### src/rtl/hook_motion_ctrl_if.sv
// hook_motion_ctrl_if: control/status bundle between the game logic and the hook controller
interface hook_motion_ctrl_if;
  logic       run;
  logic       step_tick;
  logic       fire;
  logic       hit_item;
  logic [1:0] item_weight;
  logic       counter_en;
  logic [3:0] angle_idx;
  logic [7:0] rope_len;
  logic [1:0] hook_state;
  logic       grab_done;
  logic [1:0] grab_weight;
  modport master (
    output run, step_tick, fire, hit_item, item_weight,
    input  counter_en, angle_idx, rope_len, hook_state, grab_done, grab_weight
  );
  modport slave (
    input  run, step_tick, fire, hit_item, item_weight,
    output counter_en, angle_idx, rope_len, hook_state, grab_done, grab_weight
  );
endinterface

### src/rtl/hook_motion_ctrl.sv
// hook_motion_ctrl: swings, extends and retracts the miner's hook on animation step edges
module hook_motion_ctrl #(
  parameter int unsigned ANGLE_MAX = 12,
  parameter int unsigned LEN_MIN   = 8,
  parameter int unsigned LEN_MAX   = 200,
  parameter int unsigned EXT_STEP  = 4,
  parameter int unsigned RET_STEP  = 8
) (
  input logic clk,
  input logic resetn,
  hook_motion_ctrl_if.slave bus
);
  typedef enum logic [1:0] {SWING, EXTEND, RETRACT, SCORE} state_t;
  state_t     state, state_n;
  logic [3:0] angle, angle_n;
  logic       dir_up, dir_n;
  logic [7:0] len, len_n;
  logic       grabbed, grabbed_n;
  logic [1:0] wgt, wgt_n;
  logic       step_q, fire_q, step, fire_edge;
  logic       counter_en, grab_done, grab_done_n;
  logic [1:0] grab_weight;
  logic       at_top, at_bot;
  logic [3:0] swing_angle;
  logic [8:0] len_add, rsh, rstep, len_sub;
  logic [7:0] ext_len, ret_len;
  assign step      = bus.step_tick & ~step_q;
  assign fire_edge = bus.fire & ~fire_q;
  assign at_top      = dir_up && angle == 4'(ANGLE_MAX);
  assign at_bot      = !dir_up && angle == 4'd0;
  assign swing_angle = at_top ? 4'(ANGLE_MAX - 1) : at_bot ? 4'd1 : dir_up ? angle + 4'd1 : angle - 4'd1;
  assign len_add = {1'b0, len} + 9'(EXT_STEP);
  assign ext_len = len_add > 9'(LEN_MAX) ? 8'(LEN_MAX) : len_add[7:0];
  assign rsh     = 9'(RET_STEP) >> wgt;
  assign rstep   = rsh == 9'd0 ? 9'd1 : rsh;
  assign len_sub = {1'b0, len} - rstep;
  assign ret_len = {1'b0, len} < rstep + 9'(LEN_MIN) ? 8'(LEN_MIN) : len_sub[7:0];
  assign bus.counter_en  = counter_en;
  assign bus.angle_idx   = angle;
  assign bus.rope_len    = len;
  assign bus.hook_state  = state;
  assign bus.grab_done   = grab_done;
  assign bus.grab_weight = grab_weight;
  // next-state: motion only advances while run is high; edges seen while frozen are lost
  always_comb begin
    state_n     = state;
    angle_n     = angle;
    dir_n       = dir_up;
    len_n       = len;
    grabbed_n   = grabbed;
    wgt_n       = wgt;
    grab_done_n = 1'b0;
    if (bus.run) begin
      case (state)
        SWING: begin
          if (fire_edge) state_n = EXTEND;
          else if (step) begin
            angle_n = swing_angle;
            dir_n   = (at_top || at_bot) ? ~dir_up : dir_up;
          end
        end
        EXTEND: begin
          if (bus.hit_item) begin
            wgt_n     = bus.item_weight;
            grabbed_n = 1'b1;
            state_n   = RETRACT;
          end else if (len == 8'(LEN_MAX)) begin
            grabbed_n = 1'b0;
            state_n   = RETRACT;
          end else if (step) len_n = ext_len;
        end
        RETRACT: begin
          if (len == 8'(LEN_MIN)) begin
            state_n     = grabbed ? SCORE : SWING;
            grab_done_n = grabbed;
          end else if (step) len_n = ret_len;
        end
        default: begin
          grabbed_n = 1'b0;
          state_n   = SWING;
        end
      endcase
    end
  end
  // state, edge history and reporting registers
  always_ff @(posedge clk or negedge resetn) begin
    if (!resetn) begin
      state       <= SWING;
      angle       <= 4'(ANGLE_MAX / 2);
      dir_up      <= 1'b1;
      len         <= 8'(LEN_MIN);
      grabbed     <= 1'b0;
      wgt         <= 2'd0;
      step_q      <= 1'b0;
      fire_q      <= 1'b0;
      counter_en  <= 1'b0;
      grab_done   <= 1'b0;
      grab_weight <= 2'd0;
    end else begin
      state       <= state_n;
      angle       <= angle_n;
      dir_up      <= dir_n;
      len         <= len_n;
      grabbed     <= grabbed_n;
      wgt         <= wgt_n;
      step_q      <= bus.step_tick;
      fire_q      <= bus.fire;
      counter_en  <= bus.run;
      grab_done   <= grab_done_n;
      grab_weight <= grab_done_n ? wgt : grab_weight;
    end
  end
endmodule

### src/flat_wrapper.sv
// flat-port wrapper written by rule: the top's interface ports become plain ports
module hook_motion_ctrl_flat 
#(
  parameter int unsigned ANGLE_MAX = 12,
  parameter int unsigned LEN_MIN   = 8,
  parameter int unsigned LEN_MAX   = 200,
  parameter int unsigned EXT_STEP  = 4,
  parameter int unsigned RET_STEP  = 8
)
  (clk, resetn, bus_run, bus_step_tick, bus_fire, bus_hit_item, bus_item_weight, bus_counter_en, bus_angle_idx, bus_rope_len, bus_hook_state, bus_grab_done, bus_grab_weight);
  hook_motion_ctrl_if bus_i ();
  input logic clk;
  input logic resetn;
  input wire logic [$bits(bus_i.run)-1:0] bus_run;
  input wire logic [$bits(bus_i.step_tick)-1:0] bus_step_tick;
  input wire logic [$bits(bus_i.fire)-1:0] bus_fire;
  input wire logic [$bits(bus_i.hit_item)-1:0] bus_hit_item;
  input wire logic [$bits(bus_i.item_weight)-1:0] bus_item_weight;
  output wire logic [$bits(bus_i.counter_en)-1:0] bus_counter_en;
  output wire logic [$bits(bus_i.angle_idx)-1:0] bus_angle_idx;
  output wire logic [$bits(bus_i.rope_len)-1:0] bus_rope_len;
  output wire logic [$bits(bus_i.hook_state)-1:0] bus_hook_state;
  output wire logic [$bits(bus_i.grab_done)-1:0] bus_grab_done;
  output wire logic [$bits(bus_i.grab_weight)-1:0] bus_grab_weight;
  assign bus_i.run = bus_run;
  assign bus_i.step_tick = bus_step_tick;
  assign bus_i.fire = bus_fire;
  assign bus_i.hit_item = bus_hit_item;
  assign bus_i.item_weight = bus_item_weight;
  assign bus_counter_en = bus_i.counter_en;
  assign bus_angle_idx = bus_i.angle_idx;
  assign bus_rope_len = bus_i.rope_len;
  assign bus_hook_state = bus_i.hook_state;
  assign bus_grab_done = bus_i.grab_done;
  assign bus_grab_weight = bus_i.grab_weight;
  hook_motion_ctrl #(.ANGLE_MAX(ANGLE_MAX), .LEN_MIN(LEN_MIN), .LEN_MAX(LEN_MAX), .EXT_STEP(EXT_STEP), .RET_STEP(RET_STEP)) u_core (.clk(clk), .resetn(resetn), .bus(bus_i));
endmodule
### config.mk
export PLATFORM = sky130hd
export DESIGN_NAME = hook_motion_ctrl_flat
export DESIGN_NICKNAME = d
export VERILOG_FILES = /design/src/rtl/hook_motion_ctrl_if.sv /design/src/rtl/hook_motion_ctrl.sv /design/src/flat_wrapper.sv
export SDC_FILE = /design/constraint.sdc
export NUM_CORES = 1
export LEC_CHECK = 0
export CORE_MARGIN = 1.5
export CORE_UTILIZATION = 45
export DETAILED_ROUTE_END_ITERATION = 10
export GPL_ROUTABILITY_DRIVEN = 0
export PLACE_DENSITY = 0.69
export SKIP_CTS_REPAIR_TIMING = 1
export SYNTH_ARGS = -nofsm -noshare
export SYNTH_HDL_FRONTEND = slang
export SYNTH_SLANG_ARGS = --single-unit
### constraint.sdc
create_clock -name clk -period 3.32 [get_ports clk]
set_clock_uncertainty 0.15 [all_clocks]
set_input_delay 0.664 -clock clk [delete_from_list [all_inputs] [get_ports clk]]
set_output_delay 0.664 -clock clk [all_outputs]
set_load 0.01 [all_outputs]
Word level (Yosys, flattened, before mapping)
Index checks and enable logic that the tools add are counted.

Add/sub/neg operators: 5. Order comparisons: 2. Equal/unequal tests: 13. Shift operators: 1. Mux-type cells: 24. Bitwise logic cells: 7. Reductions and logical operators: 15.

Operator list (count): 8-bit 2-to-1 mux (7); 8-bit case mux with 2 select lines (1); 4-bit 2-to-1 mux (3); 2-bit 2-to-1 mux (5); 8-bit by 3-bit adder with 9-bit output, second input constant (1); 9-bit by 4-bit adder with 9-bit output, second input constant (1); 9-bit by 8-bit greater-than comparator with 1-bit output, second input constant (1); 9-bit zero test (1); 8-bit by 9-bit less-than comparator with 1-bit output (1); 9-bit 2-to-1 mux (1); 4-bit by 2-bit right shift with 9-bit output, first input constant (1); 8-bit by 4-bit == test with 1-bit output, second input constant (1); 8-bit == test, second input constant (1); 2-bit by 1-bit != test with 1-bit output, second input constant (4); 4-bit AND reduction (2); 8-bit subtractor (1); 7-bit AND reduction (1); 2-bit != test, second input constant (3); 2-bit case mux with 3 select lines (1); 3-bit AND reduction (2); 1-bit 2-to-1 mux (5); 1-bit inverter (5); 5-bit AND reduction (1); 4-bit by 1-bit adder with 4-bit output, second input constant (1); other kinds (14) (16).

Register bits after elaboration: 24. Bits of input ports: 8. Output and inout port bits: 18.

Longest topological paths before layout
Gate-level depths: netlist of run 1.

Word-level depth: 9. Mapped depth: 10. Gate-level depth less buffers: 10.

Worst setup path before layout of run 1
No wires, ideal clock.

Kind: input -> register. Start: in bus_hit_item. End: reg u_core.len[4] (netlist: u_core.bus.rope_len[4]). Setup time: 0.104 ns. Arrival time: 2.115 ns. Required time: 3.066 ns. Setup slack: 0.952 ns. Cell stages on the path: 5. Buffers on the path: 0. Cells stage by stage: or3b_1 o21bai_4 a221o_1 or4_1 o311ai_1.

Word-level cells in the longest chain between the ends: 2.

RTL lines: start: declaration (line flat_wrapper.sv:17) `input wire logic [$bits(bus_i.hit_item)-1:0] bus_hit_item;`; 2-bit != test (no source line); 7-bit AND reduction (no source line); end signal: assignment (line hook_motion_ctrl.sv:91) `len <= 8'(LEN_MIN);`; end signal: assignment (line hook_motion_ctrl.sv:103) `len <= len_n;`; end: declaration (line hook_motion_ctrl.sv:17) `logic [7:0] len, len_n;`.

No other way between the ends. A chain may end at the register's enable or synchronous reset.

Worst setup path after layout of run 1
Same ends and word-level chain as after synthesis.

==> impl_metrics.yaml, run 1 <==
run_status:
  status: "completed"
clock_tree:
  clockRootBuffer: "clkbuf_8"
  ctsLongestPathBuffers: 2
  cts_buffers: 3
  insertion_delay_ns: 0.27
  cts_sinks: 24
  h-tree-depth: 1
  tritoncts: "built"
  path_clk_slew_ns: 0.09
critical_path:
  critPathCaptureType: "register"
  cp.arrival_ns: 2.81
  start_kind: "input port"
  slowest_stage: "or4_1"
  max_stage_delay_ns: 0.57
  critPathMaxFanout: 15
  cp.required_ns: 3.34
  critical_path_class: "input port to register"
  crit_chain: "clkdlybuf4s50_1 > or3b_1 > o21bai_4 > a221o_1 > or4_1 > o311ai_1"
place:
  dpl_worst_slack_ns: 0.2601
  io_buffers: 25
  place_hpwl_mm: 2.753
yosys:
  ys.flop_type: "dfrtp_1"
  synth_edf_count: 0
  yosysWarningCount: 0
  ys_seq_elements: 24
  async_flop_share: 1.000
  synthDistinctLibCells: 44
  netlist_area_um2: 1680
  yosysSeqAreaShare: 0.3604
  syn_inst: 186
  synthesis.nets: 207
  avgSynthCellArea_um2: 9.034
grt:
  grt_use_total: 0.2035
  grt_pass1_vias: 1482
  globalRoute.totalOverflow: 0
  grt_pass1_wl_mm: 6.693
  grt_max_degree: 25
  antenna_found_initial: 0
floorplan:
  die_w_um: 64.11
  dieHeight_um: 64.11
  num_rows: 22
  initial_utilization: 0.4625
  ioPinCount: 26
  coreArea_um2: 3633
  die_area_um2: 4109
final_layout:
  area_growth_pct: 19.96
  drive_gt1_frac: 0.08095
  layout.nets: 232
  ff_latch_area_um2: 605.6
  diodes: 0
  nFillCells: 346
  multi_input_area_um2: 1002
pwr:
  p_per_area_nw_per_um2: 903.1
  p_leak_nw: 0.8639
  peakVddDrop_uv: 372.8
timing:
  period_share: 0.8399
  timing.final.ws_setup_ns: 0.5315
  slew-limit-headroom: 0.5554
  final_hold_viol_count: 0
  setup_viol: 0
  drv_slew: 0
  totalNegativeSetupSlack_ns: 0
  tightest_slew_ns: 0.6625
  rsz0062_at_grt: "no"
  max_freq_ghz: 0.3586
  period_minus_slack_ns: 2.788
detailed_routing:
  wire_per_inst_um: 14.69
  drt_iter0_drc: 78
  dr.pass1.iters: 4
  vias: 1461
  routed_wl_mm: 3.789
  viasPerCell: 5.663
  ant_nets: 0
  drcViolationCount: 0
hold_path:
  hp-class: "register to register"
job:
  drv_cap: 0
[per-stage QoR]
step	std cells	area, um^2	utilization	power, mW	hold slack (ns)
2_1_floorplan	186	1680	-	1.284	0.2184
3_3_place_gp	254	1971	0.5424	1.590	0.3450
3_5_place_dp	254	1971	0.5424	1.639	0.3635
4_1_cts	258	2016	0.5548	1.825	0.3860
5_1_grt	258	2016	0.5548	2.001	0.4004
6_report	258	2016	0.5548	1.820	0.3787
[worst paths after layout]
path / slack [ns] / end / start / depth (start not counted)
worst max-delay path: 0.53 / u_core.bus.rope_len[4] / bus_hit_item / 6
worst min-delay path: 0.38 / u_core.bus.grab_weight[1] / u_core.bus.grab_weight[1] / 1
worst max register to register: 0.54 / u_core.bus.rope_len[4] / u_core.wgt[0] / 8
worst min register to register: 0.38 / u_core.bus.grab_weight[1] / u_core.bus.grab_weight[1] / 1
max in group asynchronous: 2.12 / u_core.bus.angle_idx[2] / resetn / 2
min in group asynchronous: 0.60 / u_core.bus.rope_len[7] / resetn / 2
[synthesized netlist by cell type (2+ instances only)]
master / instances / area share
mux2_2: 4 / 0.027
nor3_1: 4 / 0.012
mux2_1: 2 / 0.013
a21o_1: 4 / 0.018
nor2_1: 15 / 0.034
o21ai_0: 14 / 0.042
buf_2: 4 / 0.012
xnor2_1: 7 / 0.036
xor2_1: 3 / 0.016
a211oi_1: 2 / 0.0089
inv_1: 10 / 0.022
o311ai_0: 2 / 0.010
and3_1: 2 / 0.0074
nor4_1: 4 / 0.015
nand3b_1: 2 / 0.0089
o21ai_1: 4 / 0.012
fa_1: 2 / 0.024
dfstp_2: 4 / 0.063
clkbuf_1: 2 / 0.0045
ha_1: 11 / 0.082
or2_2: 2 / 0.0074
a21oi_1: 9 / 0.027
nand3_1: 7 / 0.021
o31ai_1: 2 / 0.0089
dfrtp_1: 20 / 0.30
nor2b_1: 5 / 0.019
o22a_1: 2 / 0.010
nand2_1: 13 / 0.029
or4_1: 3 / 0.013
nand2b_1: 7 / 0.026
[cells in the final DEF, fill, tap and decap left out, types with 3 or more instances in the layout]
cell / count
dfstp_2: 4
nor2_1: 15
a21o_1: 4
nand3_1: 7
o21ai_1: 4
clkdlybuf4s50_1: 25
nor2b_1: 5
inv_1: 10
nor4_1: 4
nand2_1: 13
nand2b_1: 7
o21ai_0: 14
or4_1: 3
mux2_2: 4
xnor2_1: 7
xor2_1: 3
a21oi_1: 9
nor3_1: 4
ha_1: 11
dfrtp_1: 20
clkbuf_8: 3
[layer usage]
layer	up-vias	GRT usage	wire (um)	part of all wire
li1	712	-	-	-
met5	-	0	0	0
met3	2	0.02641	161	0.042
met4	0	0.05585	19	0.0050
met2	54	0.3438	1878	0.50
met1	693	0.2749	1728	0.46
[state kept, by name (all words and copies together), names as in the netlist]
name / count
u_core.bus.hook_state: 2
u_core.wgt: 2
u_core.bus.angle_idx: 4
u_core.fire_q: 1
u_core.grabbed: 1
u_core.step_q: 1
u_core.bus.counter_en: 1
u_core.dir_up: 1
u_core.bus.grab_weight: 2
u_core.bus.grab_done: 1
u_core.bus.rope_len: 8
[power by group]
part	switching, mW	internal (mW)	total (mW)
Clock	0.0938	0.0858	0.180
Sequential	0.197	0.394	0.591
Combinational	0.536	0.514	1.05
Total	0.827	0.993	1.82
[cell type report]
type	count	share of cell area
well taps	48	0.02980
repair buffers	27	0.1316
clock buffers	4	0.02235
multi-input cells	145	0.4972
inverters	10	0.01862
flip-flops and latches	24	0.3004
[kinds of logic after synthesis]
family,synth area share
flops,0.3604
xor+xnor,0.05213
fa+ha+maj,0.1057
mux,0.04021
simple gates,0.2152
compound gates,0.1832
buf+inv,0.04319
[worst max-delay path: cells and delay by family]
kind / cells / cell delay (ns)
AND/OR/NAND/NOR: 2 / 0.96
AO/OA/AOI/OAI: 3 / 0.75
buffers and inverters: 1 / 0.43
(Power assumes the default switching activity.)
==> inputs of run 2 (changes only) <==
PLACE_DENSITY = 0.71   (was 0.69)
clock period = 2.51 ns   (was 3.32 ns; I/O delays follow)
==> impl_metrics.yaml, run 2 (same netlist as run 1, synthesis figures left out) <==
timing:
  rsz0062_at_grt: "yes"
  timing.final.ws_setup_ns: 0.04110
  final_hold_viol_count: 0
  tightest_slew_ns: 0.3627
  period_share: 0.9836
  max_freq_ghz: 0.4050
  setup_viol: 0
  totalNegativeSetupSlack_ns: 0
  period_minus_slack_ns: 2.469
  drv_slew: 0
  slew-limit-headroom: 0.7551
pwr:
  p_int_mw: 1.546
  p_seq_frac: 0.266
  peakVddDrop_uv: 604.7
  p_switching_mw: 1.185
  pwr-share-comb: 0.651
  power_frac_clock: 0.083
  p_leak_nw: 0.9807
  switching_share: 0.4339
  p_per_area_nw_per_um2: 1219
  p_total_mw: 2.731
floorplan:
  num_rows: 22
  dieHeight_um: 64.11
  initial_utilization: 0.4625
  ioPinCount: 26
  die_area_um2: 4109
  coreArea_um2: 3633
  die_w_um: 64.11
critical_path:
  reg2reg_slack_ns: 0.04
  critPathMaxFanout: 5
  crit_chain: "and2_4 > ha_4 > inv_2 > fa_2 > a21o_1 > a21oi_2 > nand3b_1 > or4_1 > o311ai_1"
  cp.required_ns: 2.53
  critical_path_class: "register to register"
  max_stage_delay_ns: 0.52
  critPathCaptureType: "register"
  cp.arrival_ns: 2.49
  slowest_stage: "or4_1"
  start_kind: "register"
hold_path:
  hp-class: "register to register"
final_layout:
  largest_register_ffs: 8
  diodes: 0
  ff_latch_area_um2: 605.6
  nFillCells: 315
  multi_input_area_um2: 1059
  layout.nets: 255
  final_cell_mix: "25 x clkdlybuf4s50_1, 25 x buf_4, 20 x dfrtp_1"
  drive_gt1_frac: 0.2198
  final_util: 0.6167
  area_growth_pct: 33.36
detailed_routing:
  routed_wl_mm: 4.089
  drcViolationCount: 0
  wire_per_inst_um: 14.60
  drt_iter0_drc: 73
  dr.pass1.iters: 4
  viasPerCell: 5.557
  vias: 1556
  ant_nets: 0
grt:
  grt_pass1_vias: 1512
  grt_use_total: 0.2055
  antenna_found_initial: 0
  grt_max_degree: 25
  globalRoute.totalOverflow: 0
  grt_pass1_wl_mm: 6.699
clock_tree:
  ctsLongestPathBuffers: 2
  path_clk_slew_ns: 0.09
  cts_sinks: 24
  tritoncts: "built"
  insertion_delay_ns: 0.27
  h-tree-depth: 1
  cts_buffers: 3
  clockRootBuffer: "clkbuf_8"
run_status:
  status: "completed"
job:
  drv_cap: 0
place:
  place_hpwl_mm: 3.051
  io_buffers: 25
  dpl_worst_slack_ns: -0.2833
run 2: changes by cell type in the layout (fill, tap and decap cells not counted), moves of 2 or more:
cell     before  now
buf_4         2   25
o31ai_2       0    2
ha_1         11    9
o31ai_1       2    0
ha_4          0    2
run 2: final timing paths:
path,endpoint,startpoint,cells after the start
min in group asynchronous,u_core.grabbed,resetn,2
worst max-delay path,u_core.bus.rope_len[4],u_core.wgt[0],9
worst min-delay path,u_core.bus.grab_weight[1],u_core.bus.grab_weight[1],1
max in group asynchronous,u_core.dir_up,resetn,2
worst max register to register,u_core.bus.rope_len[4],u_core.wgt[0],9
worst min register to register,u_core.bus.grab_weight[1],u_core.bus.grab_weight[1],1
run 2: critical path, delay by kind of cell, from the launching register on:
| family | cells | cell delay, ns |
|---|---|---|
| buffers and inverters | 1 | 0.04 |
| adder cells (fa/ha/maj) | 2 | 0.49 |
| AND/OR/NAND/NOR | 3 | 0.81 |
| AO/OA/AOI/OAI | 3 | 0.47 |
| flip-flops | 1 | 0.42 |
run 2: per-layer routing:
metal | wire length (um) | up-vias | track usage
met4 | 19 | 0 | 0.05585
met1 | 1719 | 759 | 0.2503
li1 | - | 759 | -
met5 | 0 | - | 0
met3 | 163 | 2 | 0.02465
met2 | 2187 | 36 | 0.3802
run 2: layout make-up:
class / instances / share of cell area
well taps: 48 / 0.02680
inverters: 10 / 0.01675
repair buffers: 50 / 0.1954
clock buffers: 3 / 0.01843
flip-flops and latches: 24 / 0.2702
multi-input cells: 145 / 0.4724
run 2: metrics by stage:
| stage | cells | area (um^2) | hold slack, ns |
|---|---|---|---|
| floorplan | 186 | 1680 | 0.05641 |
| global placement | 273 | 2113 | 0.3418 |
| detailed placement | 273 | 2113 | 0.3529 |
| CTS | 276 | 2155 | 0.3707 |
| global route | 280 | 2241 | 0.3903 |
| finish | 280 | 2241 | 0.3703 |
run 2: power by group through the flow:
| stage | clock (mW) | combinational, mW | sequential [mW] |
|---|---|---|---|
| 2_1_floorplan | 0 | 0.988 | 0.711 |
| 4_1_cts | 0.230 | 1.65 | 0.717 |
| 5_1_grt | 0.248 | 1.97 | 0.754 |
| 6_report | 0.227 | 1.78 | 0.726 |
| 3_5_place_dp | 0 | 1.63 | 0.724 |
| 3_3_place_gp | 0 | 1.58 | 0.708 |
